$ cat config.mk
export PLATFORM = sky130hd
export DESIGN_NAME = me_sched
export DESIGN_NICKNAME = d
export VERILOG_FILES = /design/src/rtl/me_sched_pkg.sv /design/src/rtl/me_sched_rr_arb.sv /design/src/rtl/me_sched.sv
export SDC_FILE = /design/constraint.sdc
export NUM_CORES = 1
export LEC_CHECK = 0
export CORE_MARGIN = 8
export CORE_UTILIZATION = 30
export CTS_BUF_LIST = sky130_fd_sc_hd__clkbuf_4 sky130_fd_sc_hd__clkbuf_8
export CTS_CLUSTER_SIZE = 30
export DETAILED_ROUTE_END_ITERATION = 8
export HOLD_SLACK_MARGIN = 0.03
export MAX_ROUTING_LAYER = met4
export PLACE_DENSITY = 0.51
export SLEW_MARGIN = 25
export SYNTH_ARGS = -nofsm -noshare
export SYNTH_HDL_FRONTEND = slang
export SYNTH_SLANG_ARGS = --single-unit
$ cat constraint.sdc
create_clock -name clk -period 5.95 [get_ports clk]
set_input_delay 0.595 -clock clk [delete_from_list [all_inputs] [get_ports clk]]
set_output_delay 0.595 -clock clk [all_outputs]
set_load 0.02 [all_outputs]
$ cat src/rtl/me_sched_pkg.sv
// Shared definitions for the me core scheduler: FSM states, op codes, error codes, tag width.
package me_sched_pkg;

  localparam int unsigned TAG_W = 4;

  localparam logic [1:0] OP_MM = 2'b01;
  localparam logic [1:0] OP_ME = 2'b10;

  localparam logic [1:0] ERR_OK  = 2'b00;
  localparam logic [1:0] ERR_TMO = 2'b01;
  localparam logic [1:0] ERR_TAG = 2'b10;
  localparam logic [1:0] ERR_OP  = 2'b11;

  typedef enum logic [2:0] {
    ST_IDLE,
    ST_PRE_GO,
    ST_PRE_WAIT,
    ST_ME_GO,
    ST_ME_WAIT,
    ST_MM_GO,
    ST_MM_WAIT,
    ST_RESP
  } state_e;

endpackage

$ cat src/rtl/me_sched_rr_arb.sv
// Round-robin picker: one-hot grant of the first requester after last_owner, wrapping.
module me_sched_rr_arb #(
  parameter int unsigned N_REQ = 4
) (
  input  logic [N_REQ-1:0]         req,
  input  logic [$clog2(N_REQ)-1:0] last_owner,
  output logic [N_REQ-1:0]         pick_c,
  output logic [$clog2(N_REQ)-1:0] pick_idx_c,
  output logic                     any_c
);

  localparam int unsigned SEL_W = $clog2(N_REQ);

  always_comb begin
    int unsigned idx;
    idx        = 0;
    pick_c     = '0;
    pick_idx_c = '0;
    any_c      = |req;
    // first hit scanning upward from last_owner+1 wins
    for (int unsigned k = 1; k <= N_REQ; k++) begin
      idx = (32'(last_owner) + k) % N_REQ;
      if ((pick_c == '0) && req[idx]) begin
        pick_c[idx] = 1'b1;
        pick_idx_c  = SEL_W'(idx);
      end
    end
  end

endmodule

$ cat src/rtl/me_sched.sv
// Grants one shared me core to N_REQ requesters, sequences pre_me/me or one_mm phases,
// checks returned job tags and enforces a per-phase watchdog.
module me_sched
  import me_sched_pkg::*;
#(
  parameter int unsigned N_REQ = 4,
  parameter int unsigned TMO_W = 16
) (
  input  logic                     clk,
  input  logic                     rst_n,
  input  logic [N_REQ-1:0]         req,
  input  logic [2*N_REQ-1:0]       req_op,
  input  logic [TMO_W-1:0]         tmo_limit,
  output logic [N_REQ-1:0]         grant,
  output logic [$clog2(N_REQ)-1:0] sel,
  output logic                     en_pre_me,
  output logic                     en_me,
  output logic                     en_one_mm,
  output logic [TAG_W-1:0]         num,
  input  logic                     core_done,
  input  logic [TAG_W-1:0]         core_num_out,
  output logic [N_REQ-1:0]         rsp_valid,
  output logic [1:0]               rsp_err,
  output logic                     busy
);

  localparam int unsigned SEL_W = $clog2(N_REQ);

  state_e             state_q, state_d;
  logic [N_REQ-1:0]   grant_d;
  logic [N_REQ-1:0]   pick_c;
  logic [SEL_W-1:0]   sel_d, pick_idx_c, last_q, last_d;
  logic [TAG_W-1:0]   num_d;
  logic [1:0]         seq_q, seq_d, err_d, op_c;
  logic [TMO_W-1:0]   wdog_q, wdog_d, wdog_inc_c;
  logic               any_c, tag_ok_c, tmo_hit_c;

  me_sched_rr_arb #(
    .N_REQ(N_REQ)
  ) u_arb (
    .req        (req),
    .last_owner (last_q),
    .pick_c     (pick_c),
    .pick_idx_c (pick_idx_c),
    .any_c      (any_c)
  );

  assign op_c       = req_op[2*int'(pick_idx_c) +: 2];
  assign tag_ok_c   = (core_num_out == num);
  assign wdog_inc_c = wdog_q + TMO_W'(1);
  assign tmo_hit_c  = (tmo_limit != '0) && (wdog_inc_c == tmo_limit);

  // Next-state and next-register values
  always_comb begin
    state_d = state_q;
    grant_d = grant;
    sel_d   = sel;
    num_d   = num;
    seq_d   = seq_q;
    last_d  = last_q;
    wdog_d  = wdog_q;
    err_d   = ERR_OK;
    case (state_q)
      ST_IDLE: begin
        if (any_c) begin
          grant_d = pick_c;
          sel_d   = pick_idx_c;
          num_d   = {seq_q, 2'(pick_idx_c)};
          case (op_c)
            OP_ME:   state_d = ST_PRE_GO;
            OP_MM:   state_d = ST_MM_GO;
            default: begin
              state_d = ST_RESP;
              err_d   = ERR_OP;
            end
          endcase
        end
      end
      ST_PRE_GO: begin
        wdog_d  = '0;
        state_d = ST_PRE_WAIT;
      end
      ST_ME_GO: begin
        wdog_d  = '0;
        state_d = ST_ME_WAIT;
      end
      ST_MM_GO: begin
        wdog_d  = '0;
        state_d = ST_MM_WAIT;
      end
      ST_PRE_WAIT, ST_ME_WAIT, ST_MM_WAIT: begin
        wdog_d = wdog_inc_c;
        // a completion in the same cycle as the timeout takes priority
        if (core_done) begin
          if (!tag_ok_c) begin
            state_d = ST_RESP;
            err_d   = ERR_TAG;
          end else if (state_q == ST_PRE_WAIT) begin
            state_d = ST_ME_GO;
          end else begin
            state_d = ST_RESP;
          end
        end else if (tmo_hit_c) begin
          state_d = ST_RESP;
          err_d   = ERR_TMO;
        end
      end
      ST_RESP: begin
        seq_d   = seq_q + 2'd1;
        last_d  = sel;
        grant_d = '0;
        state_d = ST_IDLE;
      end
      default: state_d = ST_IDLE;
    endcase
  end

  // State and registered outputs, decoded from the next state
  always_ff @(posedge clk or negedge rst_n) begin
    if (!rst_n) begin
      state_q   <= ST_IDLE;
      grant     <= '0;
      sel       <= '0;
      num       <= '0;
      seq_q     <= '0;
      last_q    <= SEL_W'(N_REQ - 1);
      wdog_q    <= '0;
      en_pre_me <= 1'b0;
      en_me     <= 1'b0;
      en_one_mm <= 1'b0;
      rsp_valid <= '0;
      rsp_err   <= '0;
      busy      <= 1'b0;
    end else begin
      state_q   <= state_d;
      grant     <= grant_d;
      sel       <= sel_d;
      num       <= num_d;
      seq_q     <= seq_d;
      last_q    <= last_d;
      wdog_q    <= wdog_d;
      en_pre_me <= (state_d == ST_PRE_GO);
      en_me     <= (state_d == ST_ME_GO);
      en_one_mm <= (state_d == ST_MM_GO);
      rsp_valid <= (state_d == ST_RESP) ? grant_d : '0;
      rsp_err   <= err_d;
      busy      <= (state_d != ST_IDLE);
    end
  end

endmodule

* Yosys cells after proc, flatten, opt, wreduce, memory -nomap -nowiden *
Index checks and enable logic that the tools add are counted.

word-level totals
  flip-flop bits (word level) = 43
  bits in latches = 0
  memory bits (writable) = 0
  bits in read-only memories = 0
  bits of input ports = 35
  output and inout port bits = 20
  logic and storage cells = 107
  memories = 0

operators by class
  add/sub/neg operators = 6
  multiply operators = 0
  divide/modulo/power cells = 0
  $lt $le $gt $ge = 8
  equal/unequal tests = 15
  shift operators = 1
  muxes and demuxes = 41
  bitwise logic cells = 3
  reduce and logical (&&, ||, !) cells = 20

operator list
  kind                                                  number
  case mux 16 bit (2 select lines)                      1
  two-way mux 4 bit                                     6
  == test 3 bit (second input constant)                 6
  case mux 3 bit (6 select lines)                       1
  adder 16 x 1 -> 16 bit (second input constant)        1
  == test 16 bit                                        1
  two-way mux 2 bit                                     8
  nonzero test 16 bit                                   1
  two-way mux 3 bit                                     5
  zero test 4 bit                                       3
  < comparator 2 x 3 -> 1 bit (second input constant)   4
  bitwise OR 4 bit                                      3
  == test 3 x 2 -> 1 bit (second input constant)        3
  two-way mux 1 bit                                     9
  binary-select mux 1 bit (select 2 bit)                4
  demux 1 bit (select 2 bit)                            4
  >= comparator 2 x 1 -> 1 bit (second input constant)  4
  logical AND 1 bit                                     8
  case mux 4 bit (2 select lines)                       1
  indexed part select 8 x 4 -> 2 bit                    1
  adder 2 x 1 -> 2 bit (second input constant)          3
  == test 3 x 1 -> 1 bit (second input constant)        2
  case mux 3 bit (2 select lines)                       1
  OR reduction 3 bit                                    2
  other kinds (11)                                      12

* Logic depth before layout (Yosys ltp) *
Gate-level depths: netlist (run 1).

  depth in word-level cells = 22
  mapped depth = 22
  gate-level depth less buffers = 17

* By module *
Synthesis (run 1) repeated with hierarchy kept, for this count alone.

second synthesis, totals
  cell total of the unflattened synthesis = 351
  area, all modules = 3,144.3 um^2

by module, submodules not included
  module           instances  cells each  area an instance (um^2)  seq. area each (um^2)
  me_sched         1          282         2,571.2                  1,028.5
  me_sched_rr_arb  1          69          573.0                    0.0

* Worst setup path after synthesis (run 1) *
Ideal clock, no wire load.

  kind = flip-flop to flip-flop
  start point = register last_q[0]
  end point = register rsp_valid[2]
  library setup time = 0.073 ns
  data arrival time = 5.023 ns
  data required time = 5.877 ns
  path slack = 0.854 ns
  stages on the path, launching flop included = 23
  period minus slack after synthesis = 5.096 ns
  cell sequence = dfstp_2 buf_6 clkbuf_1 inv_2 ha_1 clkbuf_1 mux4_2 nand2_1 and2_2 and4_1 and4b_1 buf_6 and2_4 buf_6 a221o_1 a2111oi_0 a31oi_1 ha_1 o31ai_1 o21bai_1 a21boi_1 a21bo_2 nor2b_1

on the way
  cells in the longest elaborated chain, start to end = 22
  elaborated cells between the ends (all ways) = 59
  classes of those cells = add/sub (4); order compare (8); eq/ne (3); shift (1); mux (30); bitwise (3); reduce/logical (10)

RTL lines
  item                                                                                                      RTL line               RTL
  start: declaration                                                                                        me_sched.sv:32         logic [SEL_W-1:0] sel_d, pick_idx_c, last_q, last_d;
  start signal: assignment                                                                                  me_sched.sv:126        last_q <= SEL_W'(N_REQ - 1);
  start signal: assignment                                                                                  me_sched.sv:140        last_q <= last_d;
  adder 2 x 1 -> 2 bit                                                                                      me_sched_rr_arb.sv:22  idx = (32'(last_owner) + k) % N_REQ;
  < comparator 2 x 3 -> 1 bit (not written as such) / >= comparator 2 x 1 -> 1 bit (equally long branches)  me_sched_rr_arb.sv:24  pick_c[idx] = 1'b1;
  logical AND 1 bit (not written as such)                                                                   me_sched_rr_arb.sv:24
  two-way mux 1 bit (not written as such)                                                                   me_sched_rr_arb.sv:24
  demux 1 bit (select 2 bit)                                                                                --
  two-way mux 4 bit                                                                                         me_sched_rr_arb.sv:23  if ((pick_c == '0) && req[idx]) begin
  zero test 4 bit                                                                                           me_sched_rr_arb.sv:23
  logical AND 1 bit                                                                                         me_sched_rr_arb.sv:23
  [7 not listed]                                                                                            --
  indexed part select 8 x 4 -> 2 bit *                                                                      me_sched.sv:48         assign op_c = req_op[2*int'(pick_idx_c) +: 2];
  == test 2 x 1 -> 1 bit / == test 2 bit (equally long branches)                                            me_sched.sv:69         case (op_c)
  case mux 3 bit (2 select lines) *                                                                         me_sched.sv:69
  two-way mux 3 bit *                                                                                       me_sched.sv:65         if (any_c) begin
  case mux 3 bit (6 select lines) *                                                                         me_sched.sv:63         case (state_q)
  via state_d[2]                                                                                            me_sched.sv:29         state_e state_q, state_d;
  == test 3 bit *                                                                                           me_sched.sv:145        rsp_valid <= (state_d == ST_RESP) ? grant_d : '0;
  two-way mux 4 bit *                                                                                       me_sched.sv:145
  end signal: assignment                                                                                    me_sched.sv:145
  end: declaration                                                                                          me_sched.sv:22         output logic [N_REQ-1:0] rsp_valid,

Mark *: on every way through the listed nets, which the timed path passes. The rest lies on a longest branch. The select of a mux whose other input is x is not followed.
A chain may end at the register's enable or synchronous reset.

* Final worst setup path (run 1) *
  start point = register last_q[1]
  end point = register rsp_valid[2]

The elaborated chain is that of the path after synthesis.

==> results of run 1 <==
## metrics by stage
stage / total power, mW / worst slack, ns / area [um2] / instances
floorplan: 1.46 / 0.854 / 3060 / 347
global placement: 1.81 / 0.857 / 3670 / 520
detailed placement: 1.81 / 0.765 / 3670 / 520
CTS: 2.08 / 0.729 / 3810 / 528
global route: 2.26 / 0.0608 / 3820 / 528
finish: 2.08 / 0.606 / 3820 / 528
## power by group through the flow
| stage | Sequential [mW] | Clock [mW] | Combinational, mW |
|---|---|---|---|
| final | 0.461 | 0.268 | 1.35 |
| after detailed placement | 0.468 | 0 | 1.34 |
| after global routing | 0.475 | 0.291 | 1.50 |
| after floorplan | 0.497 | 0 | 0.960 |
| after CTS | 0.463 | 0.275 | 1.34 |
| after global placement | 0.469 | 0 | 1.34 |
## critical path, delay by kind of cell (launching register included)
kind | cells | cell delay [ns]
multiplexers | 2 | 0.55
flip-flops | 1 | 0.66
adder cells (fa/ha/maj) | 2 | 0.68
AND/OR/NAND/NOR | 2 | 0.35
AO/OA/AOI/OAI | 10 | 2.89
buffers and inverters | 1 | 0.15
## cell usage after synthesis, types with 3 or more instances
master	n	area (um2)
mux4_2	3	67.6
or2_2	4	25.0
o21ai_0	26	130
nand4_1	4	25.0
nor4_1	8	50.1
nand2_1	39	146
a21o_1	3	22.5
nor2b_1	6	37.5
o21bai_1	3	22.5
buf_6	3	33.8
ha_1	10	125
nor3_1	3	15.0
xor2_1	14	123
o31ai_1	7	52.6
a22o_1	3	26.3
a221oi_1	9	78.8
clkbuf_1	10	37.5
nor2_1	22	82.6
dfrtp_1	39	976
xnor2_1	15	131
mux2i_1	6	60.1
a211oi_1	6	45.0
nand2b_1	4	25.0
a31oi_1	8	50.1
inv_1	9	33.8
nand3_1	13	65.1
or4_1	3	22.5
a21oi_1	16	80.1
## final cells by class
class	instances	area, um2	area share
Tap cell	136	170	0.0446
Multi-Input combinational cell	278	1900	0.498
Timing Repair Buffer	55	546	0.143
Clock buffer	5	68.8	0.0180
Inverter	10	37.5	0.00983
Sequential cell	41	1030	0.269
Clock inverter	3	65.1	0.0170
## cells by family after synthesis
family / after synthesis
DFF: 41
muxes: 13
AOI/OAI and AO/OA: 104
xor gates and xnor gates: 29
and+or+nand+nor: 122
buffers and inverters: 28
adders and majority gates: 10
## state kept, by name, summed over array words and instances (netlist names)
name	flops
sel	1
wdog_q	16
rsp_err	2
seq_q	2
last_q	2
rsp_valid	4
en_pre_me	1
num	3
en_one_mm	1
grant	4
en_me	1
state_q	3
busy	1
## worst max path at each step
stage | slack, ns | start | cells after the start | end
2_1_floorplan | 0.85 | last_q[0] | 22 | rsp_valid[2]
3_3_place_gp | 0.86 | last_q[1] | 17 | rsp_valid[0]
3_5_place_dp | 0.77 | last_q[1] | 17 | rsp_valid[2]
4_1_cts | 0.73 | last_q[1] | 17 | rsp_valid[2]
5_1_grt | 0.06 | last_q[1] | 17 | rsp_valid[2]
6_report | 0.61 | last_q[1] | 17 | rsp_valid[2]
## placed cells by master, fill, tap and decap left out, types with 4 or more instances in the layout
master	Yosys	final
a211oi_1	6	6
a21oi_1	16	16
a221oi_1	9	9
a31oi_1	8	8
clkbuf_8	0	5
clkdlybuf4s50_1	0	53
dfrtp_1	39	39
ha_1	10	10
inv_1	9	9
mux2i_1	6	6
nand2_1	39	39
nand2b_1	4	4
nand3_1	13	13
nand4_1	4	4
nor2_1	22	22
nor2b_1	6	6
nor4_1	8	7
o21ai_0	26	26
o31ai_1	7	7
or2_2	4	4
xnor2_1	15	15
xor2_1	14	14
## routing by layer
metal	wire (um)	GRT usage
met5	0	-
met1	3950	0.166
met4	93	0.0350
met3	280	0.0164
met2	4160	0.218
==> out/results.txt, run 1 <==
Overall routed net length - 8480 um
Worst Setup Path Type - flop to flop
TritonCTS Sinks - 41
R2r setup slk - 0.61 ns
Hold slack - 0.271 ns
RR Endpoint - rsp_valid[2]
Syn-to-layout area delta - 24.7%
Share of cells above drive strength 1 - 0.0842
Gpl congestion - 0.901
IR drop worst, VDD - 0.000303 V
Gate power share - 0.649
CP Capture Type - flop
Slew Viols, Final - 0
RR Startpoint - last_q[1]
Critical path's slowest cell - dfstp_2
Fillers - 1025
Max-cap viol count - 0
Worst setup SP type - flop
WP data arrival - 5.57 ns
Final setup fails - 0
Core ar. - 10100 um2
Largest family of logic cells by synthesized area - compound AO/OA/AOI/OAI gates
Main flop type after synthesis - dfrtp_1
Crit-path cells - inv_1 -> ha_1 -> mux4_2 -> a21boi_1 -> o31ai_1 -> a31oi_1 -> or3b_2 -> mux2i_1 -> o21a_1 -> a2111oi_0 -> a31oi_1 -> ha_1 -> o31ai_1 -> o21bai_1 -> a21boi_1 -> a21bo_2 -> nor2b_1
TNS Setup - 0 ns
WL/cell - 16.1 um
Status - complete, no violations
Number of synthesized register bits - 41
GR Overflow Total - 0
Global-route wire length before repair - 13900 um
Reg power frac - 0.222
Synth Area in Adders - 0.0409
Peak Freq - 187 MHz
Power density cells - 544 nW/um2
Die area - 13700 um2
Reg2reg path depth - 17
Drt drc - 0
Mux share of post-synthesis cell area - 0.0588
Detailed Routing Iterations Pass 1 - 5
Fin. Hold Viols - 0
Antenna viol nets, final - 0
Worst Clk Skew - 0.0101 ns
Tmin final - 5.34 ns
Leakage power - 1.51 nW
First DRT Iteration DRCs - 89
Post-synthesis cell area - 3060 um2
Io pins - 55
Clock power share - 0.129
Synth Area in Compound Gates - 0.234
Port Buf Inserts - 54
CP max FO - 10
Clk Latency, worst-skew pair - 0.29 ns
Post-CTS Setup Bufs - 0
CTS tree - yes
Synth Warn # - 0
Nets - 436
# resized after CTS - 0
Rows - 37
TritonCTS Buffers - 5
Buffer depth of the longest clock path - 2
Fin crit share - 0.898
Worst-margin pin slew - 0.917 ns
Syn Area/Cell - 8.82 um2
Post-synthesis net count - 392
Internal power - 1.11 mW
Mapped Cells - 347
Register area share after synthesis - 0.336
Final Core Density - 0.377
Die Wd - 117 um
N_diodes - 0
Total number of vias - 2768
Vias in the first global route - 2762
Req. time, crit path - 6.17 ns
Vias per cell - 5.24
RSZ-0062 raised after global routing - no
Clk root buf - clkbuf_8
Synth Area in Simple Gates - 0.203
Crit-path max cell delay - 0.66 ns
Ys async rst share - 1.00
Reg clk slew, reported paths - 0.09 ns
Hold_buf cts - 0
Count of flip-flops with a built-in enable after synthesis - 0
Pin count of the biggest net entering global routing - 42
Synth Area in XOR/XNOR - 0.0830
Dpl hpwl - 6420 um
Total global-route track usage - 0.131
Initial core utilization - 0.302
Sw Share - 0.463
Hold WC Path Type - primary input to asynchronous set/reset pin
Die height - 117 um
Distinct cells, synth - 63
Antenna violations before repair - 0
H-tree depth - 2
Net switching power - 0.963 mW
Worst slew margin - 0.387
(Power assumes the default switching activity.)
==> inputs of run 2 (changes only) <==
--- a/config.mk
+++ b/config.mk
@@ -8,7 +8,6 @@
 export CORE_MARGIN = 8
 export CORE_UTILIZATION = 30
 export CTS_BUF_LIST = sky130_fd_sc_hd__clkbuf_4 sky130_fd_sc_hd__clkbuf_8
-export CTS_CLUSTER_SIZE = 30
 export DETAILED_ROUTE_END_ITERATION = 8
 export HOLD_SLACK_MARGIN = 0.03
 export MAX_ROUTING_LAYER = met4
==> results of run 2 <==
The final DEF is identical to that of run 1; final timing and power are the same.
==> inputs of run 3 (changes only) <==
--- a/config.mk
+++ b/config.mk
@@ -11,7 +11,7 @@
 export DETAILED_ROUTE_END_ITERATION = 8
 export HOLD_SLACK_MARGIN = 0.03
 export MAX_ROUTING_LAYER = met4
-export PLACE_DENSITY = 0.51
+export PLACE_DENSITY = 0.58
 export SLEW_MARGIN = 25
 export SYNTH_ARGS = -nofsm -noshare
 export SYNTH_HDL_FRONTEND = slang
==> run 3 against run 2 <==
Compared with the run above:
- flip-flop and latch count did not move
- final cell count did not move
- clock power fell by 13%
- die area is the same
- combinational power is essentially flat
- clock-buffer cell count did not move
- sequential share of layout area rose by 0.13 points
==> out/results.txt, run 3 (same netlist as run 1, synthesis figures left out) <==
WL/cell - 15.7 um (-2.3%)
Most common cell after layout, fill and taps aside - clkdlybuf4s50_1
Fin crit share - 0.874 (-0.0239)
Reg2reg path depth - 17 (unchanged)
Most frequent cells in the layout - clkdlybuf4s50_1 (53), nand2_1 (39), dfrtp_1 (39)
Critical path's slowest cell - dfstp_2
Total Power - 2.02 mW (-2.6%)
Total global-route track usage - 0.129 (-0.00272)
TritonCTS Buffers - 5 (unchanged)
Core ar. - 10100 um2 (unchanged)
IR drop worst, VDD - 0.000336 V (+11%)
Worst slew margin - 0.376 (-0.0107)
Crit path depth - 17 (unchanged)
Buffer depth of the longest clock path - 2 (unchanged)
Worst-margin pin slew - 0.927 ns (+0.0109 ns)
N_diodes - 0 (unchanged)
Vias in the first global route - 2751 (-0.40%)
Fin. Hold Viols - 0 (unchanged)
Die height - 117 um (unchanged)
Port Buf Inserts - 54 (unchanged)
WP data arrival - 5.44 ns (-0.13 ns)
Crit-path max cell delay - 0.66 ns (about the same)
Antenna violations before repair - 0 (unchanged)
Placed cell area - 3670 um2 (unchanged)
Die area - 13700 um2 (unchanged)
Nets - 436 (unchanged)
Power density cells - 533 nW/um2 (-2.1%)
CP Capture Type - flop
Hold slack - 0.268 ns (-0.00288 ns)
TritonCTS Sinks - 41 (unchanged)
Rows - 37 (unchanged)
Leakage power - 1.49 nW (-0.91%)
Share of cells above drive strength 1 - 0.0842 (unchanged)
Largest delay share family, worst path - compound AO/OA/AOI/OAI gates
Req. time, crit path - 6.18 ns (about the same)
# resized after CTS - 0 (unchanged)
Antenna viol nets, final - 0 (unchanged)
Worst Clk Skew - 0.00771 ns (-0.00236 ns)
Peak Freq - 192 MHz (+2.7%)
TNS Setup - 0 ns (unchanged)
Vias per cell - 5.25 (+0.18%)
Number of flip-flops in the largest register - 16 (unchanged)
Worst setup SP type - flop
Overall routed net length - 8290 um (-2.3%)
Finished Cell Area - 3800 um2 (-0.49%)
Dpl hpwl - 6370 um (-0.77%)
RSZ-0062 raised after global routing - no
Final setup fails - 0 (unchanged)
RR Startpoint - last_q[1]
Syn-to-layout area delta - 24.1%
CTS tree - yes
CP max FO - 10 (unchanged)
Max-cap viol count - 0 (unchanged)
GR Overflow Total - 0 (unchanged)
Hold_buf cts - 0 (unchanged)
Initial core utilization - 0.302 (unchanged)
Die Wd - 117 um (unchanged)
Detailed Routing Iterations Pass 1 - 4 (-1)
WP buf/inv - 1 (unchanged)
Slew Viols, Final - 0 (unchanged)
H-tree depth - 2 (unchanged)
R2r setup slk - 0.75 ns (+0.14 ns)
Drt drc - 0 (unchanged)
Global-route wire length before repair - 13700 um (-1.7%)
Io pins - 55 (unchanged)
Clk Latency, worst-skew pair - 0.30 ns (about the same)
Hold WC Path Type - primary input to asynchronous set/reset pin
Gpl congestion - 0.912 (+1.3%)
Tmin final - 5.20 ns (-0.142 ns)
Biggest regs - wdog_q: 16 flops, grant: 4 flops, rsp_valid: 4 flops
Worst Setup Path Type - flop to flop
Total number of vias - 2773 (+0.18%)
Status - complete, no violations
Crit-path cells - inv_1 -> ha_1 -> mux4_2 -> a21boi_1 -> o31ai_1 -> a41oi_1 -> and4b_1 -> a31oi_1 -> a221o_1 -> a2111oi_0 -> a31oi_1 -> ha_1 -> o31ai_1 -> o21bai_1 -> a21boi_1 -> a21bo_2 -> nor2b_1
Clk root buf - clkbuf_8
Pin count of the biggest net entering global routing - 42 (unchanged)
Post-CTS Setup Bufs - 0 (unchanged)
RR Endpoint - rsp_valid[2]
Top reg by flops - wdog_q
Fillers - 1022 (-0.29%)
Reg clk slew, reported paths - 0.09 ns (about the same)
First DRT Iteration DRCs - 101 (+13%)
==> run 3: changes by cell type in the layout (fill, tap and decap cells not counted), sizes merged <==
| cell | change |
|---|---|
| bufinv | -1 |
| clkinvlp | +1 |
==> run 3: worst max path at each step <==
| stage | start | to | slack, ns |
|---|---|---|---|
| floorplan | last_q[0] | rsp_valid[2] | 0.85 |
| global placement | last_q[1] | rsp_valid[0] | 0.98 |
| detailed placement | req[2] | rsp_valid[2] | 0.79 |
| CTS | last_q[1] | rsp_valid[2] | 0.79 |
| global route | last_q[1] | rsp_valid[1] | 0.29 |
| finish | last_q[1] | rsp_valid[2] | 0.75 |
==> run 3: layout make-up <==
cell class / count / area (um2) / share of cell area
timing repair buffer: 55 / 546 / 0.144
inverter: 10 / 37.5 / 0.00988
tap: 136 / 170 / 0.0448
clock buffer: 5 / 68.8 / 0.0181
clock inverter: 3 / 46.3 / 0.0122
sequential: 41 / 1030 / 0.271
multi-input combinational: 278 / 1900 / 0.501
==> run 3: routing by layer <==
metal | global-route usage | vias to the layer above | routed length, um
met3 | 0.0159 | 7 | 329
met5 | - | - | 0
met4 | 0.0367 | 0 | 99
met1 | 0.161 | 1323 | 3980
met2 | 0.213 | 64 | 3880
li1 | - | 1379 | -
==> run 3: stage by stage <==
| step | setup WS, ns | instances | util |
|---|---|---|---|
| after floorplan | 0.854 | 347 | - |
| after global placement | 0.983 | 520 | 0.362 |
| after detailed placement | 0.795 | 520 | 0.362 |
| after CTS | 0.793 | 528 | 0.374 |
| after global routing | 0.289 | 528 | 0.375 |
| final | 0.748 | 528 | 0.375 |
==> run 3: report_power, final <==
group          switching (mW)  internal, mW  total [mW]  leakage, nW
clock network           0.106         0.126       0.232       0.0543
logic                   0.750         0.579        1.33        0.909
registers              0.0943         0.368       0.463        0.530
